### config.mk
export PLATFORM = sky130hd
export DESIGN_NAME = mux_scan_sequencer
export DESIGN_NICKNAME = d
export VERILOG_FILES = /design/src/rtl/mux_scan_sequencer_pkg.sv /design/src/rtl/mux_scan_sequencer_nto1.sv /design/src/rtl/mux_scan_sequencer.sv
export SDC_FILE = /design/constraint.sdc
export NUM_CORES = 1
export LEC_CHECK = 0
export BUFFER_PORTS_ARGS = -buffer_cell sky130_fd_sc_hd__clkbuf_2
export CELL_PAD_IN_SITES_DETAIL_PLACEMENT = 0
export CELL_PAD_IN_SITES_GLOBAL_PLACEMENT = 2
export CORE_ASPECT_RATIO = 1.1
export CORE_UTILIZATION = 25
export CTS_CLUSTER_DIAMETER = 120
export DETAILED_ROUTE_END_ITERATION = 12
export GPL_ROUTABILITY_DRIVEN = 0
export PLACE_DENSITY_LB_ADDON = 0.15
export SYNTH_ARGS = -nofsm -noshare
export SYNTH_HDL_FRONTEND = slang
export SYNTH_SLANG_ARGS = --single-unit
### constraint.sdc
create_clock -name clk -period 3.28 [get_ports clk]
set_input_delay 0.328 -clock clk [delete_from_list [all_inputs] [get_ports clk]]
set_output_delay 0.328 -clock clk [all_outputs]
set_load 0.005 [all_outputs]
### src/rtl/mux_scan_sequencer_pkg.sv
// Shared types and sizing helpers for the mux scan sequencer.
package mux_scan_sequencer_pkg;

  typedef enum logic [1:0] {
    ST_IDLE   = 2'd0,
    ST_MANUAL = 2'd1,
    ST_SCAN   = 2'd2
  } state_e;

  function automatic int unsigned clog2(input int unsigned n);
    int unsigned w;
    w = 0;
    while ((64'd1 << w) < 64'(n)) w = w + 1;
    return w;
  endfunction

  // Bits needed to count 0..n-1, never less than one.
  function automatic int unsigned cnt_w(input int unsigned n);
    return (clog2(n) < 1) ? 1 : clog2(n);
  endfunction

endpackage

### src/rtl/mux_scan_sequencer_nto1.sv
// Combinational N:1 slice select; yields zero for select codes beyond CHANNELS-1.
module mux_nto1 #(
  parameter int unsigned WIDTH    = 4,
  parameter int unsigned CHANNELS = 8,
  parameter int unsigned SEL_W    = 3
) (
  input  logic [CHANNELS*WIDTH-1:0] data_in,
  input  logic [SEL_W-1:0]          sel,
  output logic [WIDTH-1:0]          y_c
);

  always_comb begin
    y_c = '0;
    for (int unsigned k = 0; k < CHANNELS; k++) begin
      if (sel == SEL_W'(k)) y_c = data_in[k*WIDTH +: WIDTH];
    end
  end

endmodule

### src/rtl/mux_scan_sequencer.sv
// Registered N:1 mux with manual select and auto-scan with programmable dwell.
// Optional MUX_SKIP_MASK_EN adds a skip_mask port that removes channels from the scan.
module mux_scan_sequencer
  import mux_scan_sequencer_pkg::*;
#(
  parameter int unsigned WIDTH    = 4,
  parameter int unsigned CHANNELS = 8,
  parameter int unsigned SEL_W    = 3,
  parameter int unsigned DWELL    = 4
) (
  input  logic                      clk,
  input  logic                      reset,
  input  logic                      en,
  input  logic                      mode,
  input  logic [SEL_W-1:0]          sel_in,
  input  logic [CHANNELS*WIDTH-1:0] data_in,
`ifdef MUX_SKIP_MASK_EN
  input  logic [CHANNELS-1:0]       skip_mask,
`endif
  output logic [WIDTH-1:0]          y,
  output logic [SEL_W-1:0]          sel_out,
  output logic                      valid,
  output logic                      wrap
);

  localparam int unsigned      DWELL_W    = cnt_w(DWELL);
  localparam logic [DWELL_W-1:0] DWELL_LAST = DWELL_W'(DWELL - 1);
  localparam logic [SEL_W-1:0]   LAST_CH    = SEL_W'(CHANNELS - 1);

  state_e               state_q, state_d;
  logic [SEL_W-1:0]     sel_q, sel_d, start_ch;
  logic [WIDTH-1:0]     y_q, y_d, mux_y_c;
  logic [DWELL_W-1:0]   dwell_q, dwell_d;
  logic                 valid_q, valid_d;
  logic                 wrap_q, wrap_d;
  logic                 scan_live_c;

  function automatic logic in_range(input logic [SEL_W-1:0] ch);
    return 32'(ch) < CHANNELS;
  endfunction

`ifdef MUX_SKIP_MASK_EN
  function automatic logic is_masked(input logic [SEL_W-1:0] ch,
                                     input logic [CHANNELS-1:0] m);
    logic r;
    r = 1'b0;
    for (int unsigned k = 0; k < CHANNELS; k++) begin
      if (ch == SEL_W'(k)) r = m[k];
    end
    return r;
  endfunction

  // Next unmasked channel in ascending order, modulo CHANNELS.
  function automatic logic [SEL_W-1:0] next_ch(input logic [SEL_W-1:0] ch,
                                               input logic [CHANNELS-1:0] m);
    logic [SEL_W-1:0] r;
    logic             found;
    int unsigned      idx;
    r     = ch;
    found = 1'b0;
    for (int unsigned i = 1; i <= CHANNELS; i++) begin
      idx = (32'(ch) + i) % CHANNELS;
      if (!found && !m[idx]) begin
        r     = SEL_W'(idx);
        found = 1'b1;
      end
    end
    return r;
  endfunction

  assign scan_live_c = !(&skip_mask);
`else
  function automatic logic [SEL_W-1:0] next_ch(input logic [SEL_W-1:0] ch);
    return (ch == LAST_CH) ? '0 : ch + SEL_W'(1);
  endfunction

  assign scan_live_c = 1'b1;
`endif

  // Select path: state, dwell counter, channel position and wrap pulse.
  always_comb begin
    state_d  = ST_IDLE;
    sel_d    = sel_q;
    dwell_d  = '0;
    wrap_d   = 1'b0;
    start_ch = in_range(sel_q) ? sel_q : '0;
    if (en && !mode) begin
      state_d = ST_MANUAL;
      sel_d   = sel_in;
    end else if (en) begin
      state_d = ST_SCAN;
`ifdef MUX_SKIP_MASK_EN
      if (scan_live_c) begin
        if (state_q != ST_SCAN) begin
          sel_d  = is_masked(start_ch, skip_mask) ? next_ch(start_ch, skip_mask) : start_ch;
          wrap_d = (sel_d < start_ch);
        end else if (dwell_q == DWELL_LAST) begin
          sel_d  = next_ch(sel_q, skip_mask);
          wrap_d = (sel_d < sel_q);
        end else begin
          dwell_d = dwell_q + DWELL_W'(1);
        end
      end
`else
      if (state_q != ST_SCAN) begin
        sel_d = start_ch;
      end else if (dwell_q == DWELL_LAST) begin
        sel_d  = next_ch(sel_q);
        wrap_d = (sel_q == LAST_CH);
      end else begin
        dwell_d = dwell_q + DWELL_W'(1);
      end
`endif
    end
  end

  mux_nto1 #(
    .WIDTH    (WIDTH),
    .CHANNELS (CHANNELS),
    .SEL_W    (SEL_W)
  ) u_mux (
    .data_in (data_in),
    .sel     (sel_d),
    .y_c     (mux_y_c)
  );

  // Data path: y follows the channel selected for the coming cycle.
  always_comb begin
    y_d     = y_q;
    valid_d = 1'b0;
    if (state_d == ST_MANUAL) begin
      y_d     = mux_y_c;
      valid_d = in_range(sel_d);
    end else if (state_d == ST_SCAN && scan_live_c) begin
      y_d     = mux_y_c;
      valid_d = 1'b1;
    end
  end

  always_ff @(posedge clk) begin
    if (reset) begin
      state_q <= ST_IDLE;
      sel_q   <= '0;
      y_q     <= '0;
      dwell_q <= '0;
      valid_q <= 1'b0;
      wrap_q  <= 1'b0;
    end else begin
      state_q <= state_d;
      sel_q   <= sel_d;
      y_q     <= y_d;
      dwell_q <= dwell_d;
      valid_q <= valid_d;
      wrap_q  <= wrap_d;
    end
  end

  assign y       = y_q;
  assign sel_out = sel_q;
  assign valid   = valid_q;
  assign wrap    = wrap_q;

endmodule

* Word level (Yosys, flattened, before mapping)
Cells that the tools add are included.
W data, S select, Z words.
** Word-level totals
- Bits in registers :: 13
- Word-level logic and storage cells :: 47
** Cells by class
- Add/sub/neg operators :: 2
- Bitwise logic cells :: 2
- Muxes and demuxes :: 19
- Equal/unequal tests :: 12
- Reductions and logical operators :: 6
** Operators with widths (count)
- $mux W4 :: 10
- $eq A3 B3 Y1 const B :: 5
- $mux W3 :: 5
- $reduce_or A5 Y1 :: 2
- $eq A3 B2 Y1 const B :: 2
- $eq A2 B2 Y1 const B :: 2
- $mux W2 :: 2
- $add A3 B1 Y3 const B :: 1
- $eq A3 B1 Y1 const B :: 1
- $logic_not A3 Y1 :: 1
- $add A2 B1 Y2 const B :: 1
- $eq A2 B1 Y1 const B :: 1
- $mux W1 :: 2
- $ne A2 B2 Y1 const B :: 1
- $not A1 Y1 :: 2
- $reduce_bool A2 Y1 :: 1
- $logic_and A1 B1 Y1 :: 1
- $logic_not A1 Y1 :: 1

* Longest topological paths before layout
Gate-level depths: netlist of run 1.
- Word-level depth :: 17
- Gate-level depth with buffers :: 9
- Depth with buffers taken out :: 8

* Hierarchy
A second synthesis of run 1 with hierarchy kept.
** Second synthesis, totals
- Cell total of the unflattened synthesis :: 76
- Area total of the unflattened synthesis :: 845.8 um2
** By module, submodules not included
- mux_scan_sequencer :: instances 1, cells an instance 54, sequential area each 260.2 um2, area each 555.5 um2
- mux_nto1 :: instances 1, cells an instance 22, sequential area each 0.0 um2, area each 290.3 um2

* Least setup slack after synthesis of run 1
Ideal clock, no wire load.
- Path type :: register -> register
- Start point :: register sel_q[0] (netlist: sel_out[0])
- End point :: register y_q[3] (netlist: y[3])
- Cell stages (with the launch flop) :: 10
- Arrival :: 1.775 ns
- Library setup time :: 0.120 ns
- Setup slack :: 1.385 ns
- Cells stage by stage :: dfxtp_1 > ha_1 > ha_1 > nor2_1 > nor3_2 > nor2_2 > buf_6 > mux2i_1 > o2bb2ai_1 > o31a_1
** On the way
- Word-level cells in the longest chain between the ends :: 17
- Elaborated cells on any way between the ends :: 25
** Ends and longest elaborated chain
- start, declared :: line mux_scan_sequencer.sv:31 : logic [SEL_W-1:0] sel_q, sel_d, start_ch;
- start signal, assigned :: line mux_scan_sequencer.sv:150 : sel_q <= sel_d;
- $add A3 B1 Y3 or $eq A3 B3 Y1 (tied branches) :: line mux_scan_sequencer.sv:74 : return (ch == LAST_CH) ? '0 : ch + SEL_W'(1);
- $mux W3 :: line mux_scan_sequencer.sv:74
- $mux W3 :: line mux_scan_sequencer.sv:107 : end else if (dwell_q == DWELL_LAST) begin
- $mux W3 :: line mux_scan_sequencer.sv:105 : if (state_q != ST_SCAN) begin
- $mux W3 (*) :: line mux_scan_sequencer.sv:90 : end else if (en) begin
- $mux W3 (*) :: line mux_scan_sequencer.sv:87 : if (en && !mode) begin
- $logic_not A3 Y1 :: line mux_scan_sequencer_nto1.sv:15 : if (sel == SEL_W'(k)) y_c = data_in[k*WIDTH +: WIDTH];
- $mux W4 (7 in series) :: line mux_scan_sequencer_nto1.sv:15
- $mux W4 (*) :: line mux_scan_sequencer_nto1.sv:15
- $mux W4 :: line mux_scan_sequencer.sv:134 : end else if (state_d == ST_SCAN && scan_live_c) begin
- $mux W4 (*) :: line mux_scan_sequencer.sv:131 : if (state_d == ST_MANUAL) begin
- end signal, assigned :: line mux_scan_sequencer.sv:151 : y_q <= y_d;
- end, declared :: line mux_scan_sequencer.sv:32 : logic [WIDTH-1:0] y_q, y_d, mux_y_c;
Mark *: on every way between the ends. The rest lies on a longest branch, timed or not. The select of a mux whose other input is x is not followed.
A chain may end at the register's enable or synchronous reset.

* Final worst setup path of run 1
- Start point :: register sel_q[0] (netlist: sel_out[0])
- End point :: register y_q[1] (netlist: y[1])
The elaborated chain is that of the path after synthesis.

==> results of run 1 <==
==> path summary, 6_finish.rpt <==
kind                            startpoint  slack [ps]    endpoint  cells after the start
worst min register to register  dwell_q[0]         430  dwell_q[0]                      1
worst max-delay path            sel_out[0]        1020        y[1]                      8
worst min-delay path                  mode         300  state_q[0]                      2
worst max register to register  sel_out[0]        1020        y[1]                      8
==> worst max-delay path, cell delays in order, from the launching register on <==
cell and delay (ps):
dfxtp_1 350, ha_1 210, ha_1 190, nor2_1 130
nor3_2 70, nor2_2 550, mux2i_1 160, a311oi_1 350
o31a_1 190
==> logic make-up after synthesis <==
logic type / Yosys count
buf+inv: 7
mux: 7
simple gates: 51
compound gates: 26
fa+ha+maj: 3
flops: 13
==> state kept, by name, summed over array words and instances, names as in the netlist <==
signal / count
sel_out: 3
valid: 1
wrap: 1
state_q: 2
dwell_q: 2
y: 4
==> per-stage QoR <==
step | cell area, sq um | worst slack (ps) | power (uW) | hold slack, ps | util
2_1_floorplan | 881 | 1380 | 245 | 398 | -
6_report | 1160 | 1020 | 382 | 302 | 0.347
3_3_place_gp | 1140 | 1030 | 288 | 409 | 0.339
4_1_cts | 1160 | 1000 | 388 | 296 | 0.347
5_1_grt | 1160 | 806 | 410 | 299 | 0.347
3_5_place_dp | 1140 | 1030 | 288 | 414 | 0.339
==> layer usage <==
metal  part of all wire  vias to the layer above  global-route usage
li1                   -                      489                   -
met1               0.49                      414               0.185
met2               0.46                       22               0.231
met3              0.043                        2              0.0223
met4             0.0086                        0              0.0536
met5                  0                        -                   0
==> cell usage in the layout (no fill, tap or decap), types with 2 or more instances in the layout <==
cell type,n
a21oi_1,2
a311oi_1,4
a31oi_1,4
a32oi_1,2
and2_1,2
and3_1,2
clkbuf_2,47
clkbuf_4,3
dfxtp_1,13
ha_1,3
inv_1,2
mux2i_1,7
nand2_1,14
nand3_1,5
nand4_1,2
nor2_1,14
o21ai_0,2
o2bb2ai_1,2
o31a_1,2
==> cell type report <==
cell class	instances	area, sq um
sequential	13	260
timing repair buffer	47	235
tap	48	60.1
clock buffer	3	22.5
multi-input combinational	87	574
inverter	2	7.51
fill	390	2190
clock inverter	1	5.00
==> power by group <==
| group | switching, uW | internal, uW |
|---|---|---|
| Sequential | 6.87 | 167 |
| Clock | 54.3 | 45.1 |
| Combinational | 57.4 | 52.0 |
==> run metrics, run 1 <==
status=completed; Synth warnings=0; number of global-route vias before repair=between 900 and 1,000; # diodes=0; post-synth cell types=a little over 40; Critical Path Start Type=flip-flop; top_reg_cell synth=dfxtp_1; synth cell count leaders=14 x nand2_1, 14 x nor2_1, 13 x dfxtp_1; Max Fclk=about 440 MHz; DRT iter0 DRCs=21; Pins Over Slew Limit=0; post-synth top area share=0.295; Starting Density=0.262; Post CTS Setup Buffer Count=0; pwr/cell area=around 330 nW/um^2; chip height=64.3 microns; unrepaired setup endpoints after global routing=false; CP arrival=around 2500 ps; global-route wire length before repair=between 4000 and 5000 microns; Root Buffer Master=clkbuf_4; worst-margin pin slew=approximately 680 ps; Final ANT Viol Nets=0; Worst-path clk slew=90 ps; Async SR Flop Fraction=0; Synth Instances=between 100 and 150; HPWL Detailed=2120 microns; Synth Area in XOR/XNOR=0; fin crit share=0.689; Synth Area in Adders=0.0426; post-synthesis simple-gate area fraction=0.295; Port Buffer Count=47; CTS H-Tree Depth=1; crit path kind=reg2reg; endpoints failing hold=0; Post-Syn Area=between 800 and 900 sq um; worst min-delay path class=in2reg; fraction of layout cells with a size suffix above 1=0.379; GRT overflow=0; post-synth top area cell=dfxtp_1; GRT Util Overall=0.142; Max Buffers Root-to-Sink=2; worst-path fanout max=15; compound-cell area share of the yosys netlist=0.234; cts hold-fix bufs=0; largest family of logic cells by synthesized area=simple AND/OR/NAND/NOR gates; DRT Pass-1 Iters=4; Required @ worst endpoint=3500 ps; Worst VDD drop=roughly 0.16 mV; Net count, final=just under 200; min Tclk post-route=between 2000 and 2500 ps; die width=just under 60 microns; final WL=~2500 microns; Clock Latency Late Sink=about 270 ps; TritonCTS sink count=13; Residual DRC=0; syn avg cell area=about 8.2 sq um; post-layout instance count excluding filler cells=about 200; Placement Rows=22; Static Leak=between 0.0005 and 0.0006 uW; ranking of synthesized cells by area=dfxtp_1 30%, mux2i_1 8.0%, nand2_1 6.0%; number of synthesized flops with an enable pin=0; largest net degree at the start of global routing=16; critical path endpoint category=flip-flop; syn nets=about 150; maxcap violations=0; WL/cell=between 10 and 15 microns; initial antenna violation count=0; Area growth syn-to-layout=32.2%; Cells after DPL=197; Die ar.=around 3800 sq um; worst rel slew slack=0.544; skew final=around 4.9 ps; CTS tree=built; CTS resizes=0; via count=927; post-synthesis sequential area ratio=0.295; core area=3360 sq um; Ports=48; CTS buffer count=3; TNS Setup=0 ps; Final setup violation count=0; multiplexer share of the synthesized area=0.0795; Vias/cell=~4.6; register bit count reported by yosys=13
No activity file was read; power rests on OpenSTA's default activity.
==> inputs of run 2 (changes only) <==
--- a/config.mk
+++ b/config.mk
@@ -9,7 +9,7 @@
 export CELL_PAD_IN_SITES_DETAIL_PLACEMENT = 0
 export CELL_PAD_IN_SITES_GLOBAL_PLACEMENT = 2
 export CORE_ASPECT_RATIO = 1.1
-export CORE_UTILIZATION = 25
+export CORE_UTILIZATION = 23
 export CTS_CLUSTER_DIAMETER = 120
 export DETAILED_ROUTE_END_ITERATION = 12
 export GPL_ROUTABILITY_DRIVEN = 0
==> constraint.sdc (replaced) <==
create_clock -name clk -period 2.3 [get_ports clk]
set_input_delay 0.23 -clock clk [delete_from_list [all_inputs] [get_ports clk]]
set_output_delay 0.23 -clock clk [all_outputs]
set_load 0.005 [all_outputs]
==> run 2 against run 1 <==
  * Via count up 3.6%
  * Cell area is 3.9% higher
  * Non-clock buffer count is 2 higher
  * Critical path depth unchanged
  * First-iteration DRC count is 52% higher
  * Core utilization fell by 1.6 points
  * Largest power group unchanged
  * Global-route usage fell by 0.62 points
  * Largest cell class unchanged
  * Sequential cell count is the same
  * Total power grew 60%
==> run metrics, run 2 (synthesis gave the netlist of run 1 again) <==
crit path kind=reg2reg; Critical Path Start Type=flip-flop; GRT Util Overall=0.136; DRT Pass-1 Iters=4; Die ar.=~4000 sq um; Slowest-stage cell, CP=or2_1; Crit. Startpoint=sel_out[0]; die width=between 60 and 70 microns; initial antenna violation count=0; max reg flops=4; skew final=6.15 ps; highest-count cells in the layout ignoring fill and taps=47 x clkbuf_2, 14 x nand2_1, 14 x nor2_1; number of global-route vias before repair=~870; Final Cell Area=between 1000 and 1500 sq um; worst-margin pin slew=424 ps; CP cell instances=ha_1, ha_1, nor2_1, nor3_2, or2_1, a211oi_1, a22oi_1, a41o_1; GRT overflow=0; DRT iter0 DRCs=32; Worst VDD drop=between 0.15 and 0.2 mV; HPWL Detailed=approximately 2200 microns; slowest cell delay on critical path=about 380 ps; pwr/cell area=~510 nW/um^2; TritonCTS sink count=13; min Tclk post-route=about 2100 ps; Ports=between 40 and 50; Root Buffer Master=clkbuf_8; CTS H-Tree Depth=1; critical path endpoint category=flip-flop; GRT busiest layer=met2; Area growth syn-to-layout=37.4%; met1 Use GR=0.188; Post CTS Setup Buffer Count=0; maxcap violations=0; worst rel slew slack=0.716; unrepaired setup endpoints after global routing=false; CP top delay family=compound AO/OA/AOI/OAI gates; GR Util met3=0.0194; Residual DRC=0; Clock Latency Late Sink=between 200 and 250 ps; fin crit share=0.914; global-route wire length before repair=a little over 4000 microns; CP arrival=about 2200 ps; Starting Density=0.241; Static Leak=0.000576 uW; CTS buffer count=3; WL/cell=about 13 microns; fraction of layout cells with a size suffix above 1=0.394; chip height=about 67 microns; via count=960; most common cell after layout, fill and taps aside=clkbuf_2; TNS Setup=0 ps; met2 Resource Use GR=0.221; min-delay src=mode; Max Buffers Root-to-Sink=2; Worst-path clk slew=approximately 60 ps; worst min-delay path class=in2reg; Max Fclk=476 MHz; Placement Rows=23; core area=about 3700 sq um; Crit Reg-Reg Startpoint=sel_out[0]; Core Util, Final=0.331; CTS tree=built; Final setup violation count=0; cell repeated most along the worst path=ha_1; Final ANT Viol Nets=0; Pins Over Slew Limit=0; DP Area=roughly 1200 sq um; Net count, final=about 200; largest net degree at the start of global routing=16; Port Buffer Count=47; Vias/cell=4.68; Required @ worst endpoint=between 2000 and 2500 ps; final WL=2680 microns; # diodes=0; status=completed; worst-path fanout max=11; Crit path buffers/inverters=0; endpoints failing hold=0
-- run 2: changes by cell type in the layout (fill, tap and decap cells not counted) --
cell	previous run	this run
clkbuf_4	3	0
clkbuf_8	0	3
buf_4	0	2
mux2i_1	7	6
mux2i_2	0	1
nor2_2	1	0
nor2_4	0	1
-- run 2: per-stage QoR --
| step | power (uW) | hold slack (ps) | setup slack, ps | cells |
|---|---|---|---|---|
| detailed placement | 414 | 417 | 33.4 | 201 |
| CTS | 617 | 241 | 27.8 | 205 |
| floorplan | 350 | 307 | 405 | 107 |
| global route | 650 | 259 | 44.4 | 205 |
| finish | 612 | 238 | 197 | 205 |
| global placement | 415 | 408 | 83.8 | 201 |
-- run 2: where the power goes --
part,leakage (uW),internal (uW),switching [uW]
logic,0.000444,77.9,84.1
registers,0.000107,238,9.86
clock network,0.0000255,119,82.4
-- run 2: timing repair --
item / CTS / global route
hold buffers: 0 / 0
resized for setup: 0 / 2
setup endpoints to repair: 0 / 4
-- run 2: metal layers --
layer | share of wire | vias to the layer above
li1 | - | 493
met1 | 0.48 | 433
met2 | 0.47 | 32
met3 | 0.048 | 2
met4 | 0.0052 | 0
met5 | 0 | -
-- run 2: area by class of cell --
type | instances | area [sq um]
clock buffer | 3 | 41.3
clock inverter | 1 | 5.00
fill | 417 | 2440
inverter | 2 | 7.51
multi-input combinational | 87 | 583
sequential | 13 | 260
tap | 50 | 62.6
timing repair buffer | 49 | 250
-- run 2: worst paths after layout --
path	to	slack, ps	depth (start not counted)
setup / recovery	y[0]	200	8
hold reg to reg	dwell_q[0]	420	1
hold / removal	state_q[0]	240	2
setup reg to reg	y[0]	200	8
==> inputs of run 3 (changes only) <==
--- a/config.mk
+++ b/config.mk
@@ -13,7 +13,8 @@
 export CTS_CLUSTER_DIAMETER = 120
 export DETAILED_ROUTE_END_ITERATION = 12
 export GPL_ROUTABILITY_DRIVEN = 0
-export PLACE_DENSITY_LB_ADDON = 0.15
+export PLACE_DENSITY_LB_ADDON = 0.2
+export SKIP_LAST_GASP = 1
 export SYNTH_ARGS = -nofsm -noshare
 export SYNTH_HDL_FRONTEND = slang
 export SYNTH_SLANG_ARGS = --single-unit
==> run 3 against run 2 <==
  * Core utilization stayed put
  * Highest routed layer is now met3
  * Non-clock buffer count stayed put
  * Clock skew is 3.4 ps lower
==> run metrics, run 3 (synthesis gave the netlist of run 1 again) <==
status=completed; worst-margin pin slew=approximately 430 ps; Worst-path clk slew=~60 ps; Placement Rows=23; CTS H-Tree Depth=1; GRT Util Overall=0.132; core area=approximately 3700 sq um; fraction of layout cells with a size suffix above 1=0.394; DRT Pass-1 Iters=4; number of global-route vias before repair=878; Reg2Reg Depth=8; die width=61.0 microns; largest net degree at the start of global routing=16; worst rel slew slack=0.710; min Tclk post-route=roughly 2100 ps; Max Buffers Root-to-Sink=2; worst hold stages=2; Max Fclk=between 400 and 500 MHz; unrepaired setup endpoints after global routing=false; CTS resizes=0; chip height=66.9 microns; endpoints failing hold=0; Final setup violation count=0; Required @ worst endpoint=approximately 2400 ps; Die ar.=between 4000 and 5000 sq um; critical path endpoint category=flip-flop; max reg flops=4; Port Buffer Count=47; # diodes=0; DRT iter0 DRCs=32; cts hold-fix bufs=0; fin crit share=0.908; via count=957; final WL=approximately 2600 microns; Worst VDD drop=between 0.15 and 0.2 mV; HPWL Detailed=2110 microns; global-route wire length before repair=3920 microns; Ports=48; Clock Latency Late Sink=~240 ps; crit path kind=reg2reg; Critical Path Start Type=flip-flop; skew final=about 2.8 ps; Core Util, Final=0.331; CTS buffer count=3; Pins Over Slew Limit=0; final hold slack=approximately 230 ps; worst min-delay path class=in2reg; maxcap violations=0; Area growth syn-to-layout=37.4%; Final ANT Viol Nets=0; Net count, final=between 150 and 200; Starting Density=0.241; TritonCTS sink count=13; initial antenna violation count=0; Fillers=roughly 420; highest-count cells in the layout ignoring fill and taps=47 x clkbuf_2, 14 x nand2_1, 14 x nor2_1; WL/cell=12.6 microns; pwr/cell area=508 nW/um^2; Vias/cell=roughly 4.7; CTS tree=built; CP arrival=2220 ps; Post CTS Setup Buffer Count=0; TNS Setup=0 ps; r2r setup slk=around 210 ps; most common cell after layout, fill and taps aside=clkbuf_2; Residual DRC=0; Static Leak=~0.00058 uW; Root Buffer Master=clkbuf_8; worst-path fanout max=11; GRT overflow=0
run 3: worst max-delay path: stages, from the launching register on:
cell      delay [ps]
dfxtp_1          340
ha_1             200
ha_1             200
nor2_1           130
nor3_2            70
or2_1            380
a211oi_1         310
a22oi_1          100
a41o_1           240
run 3: final timing paths:
kind,from,to
max reg2reg,sel_out[0],y[0]
min reg2reg,dwell_q[0],dwell_q[0]
max,sel_out[0],y[0]
min,mode,state_q[0]
run 3: final cells by class:
cell class	instances	area (sq um)	area share
Clock buffer	3	41.3	0.0341
Clock inverter	1	5.00	0.00414
Inverter	2	7.51	0.00620
Multi-Input combinational cell	87	583	0.482
Sequential cell	13	260	0.215
Tap cell	50	62.6	0.0517
Timing Repair Buffer	49	250	0.207
run 3: per-stage QoR:
stage	power (uW)	worst slack, ps	instance area, sq um	cells
2_1_floorplan	350	405	881	107
3_3_place_gp	414	80.6	1150	201
3_5_place_dp	414	12.6	1150	201
4_1_cts	626	22.1	1200	205
5_1_grt	652	18.1	1210	205
6_report	615	212	1210	205
run 3: layer usage:
metal,vias to the layer above,GRT usage,wire length (microns)
met5,-,0,0
met4,0,0.0398,0
met3,0,0.0233,120
met2,28,0.217,1270
met1,435,0.172,1200
li1,494,-,-
run 3: report_power, final:
part,switching [uW],internal [uW]
logic,82.5,77.7
clock network,87.2,120
registers,9.88,238
total,180,435
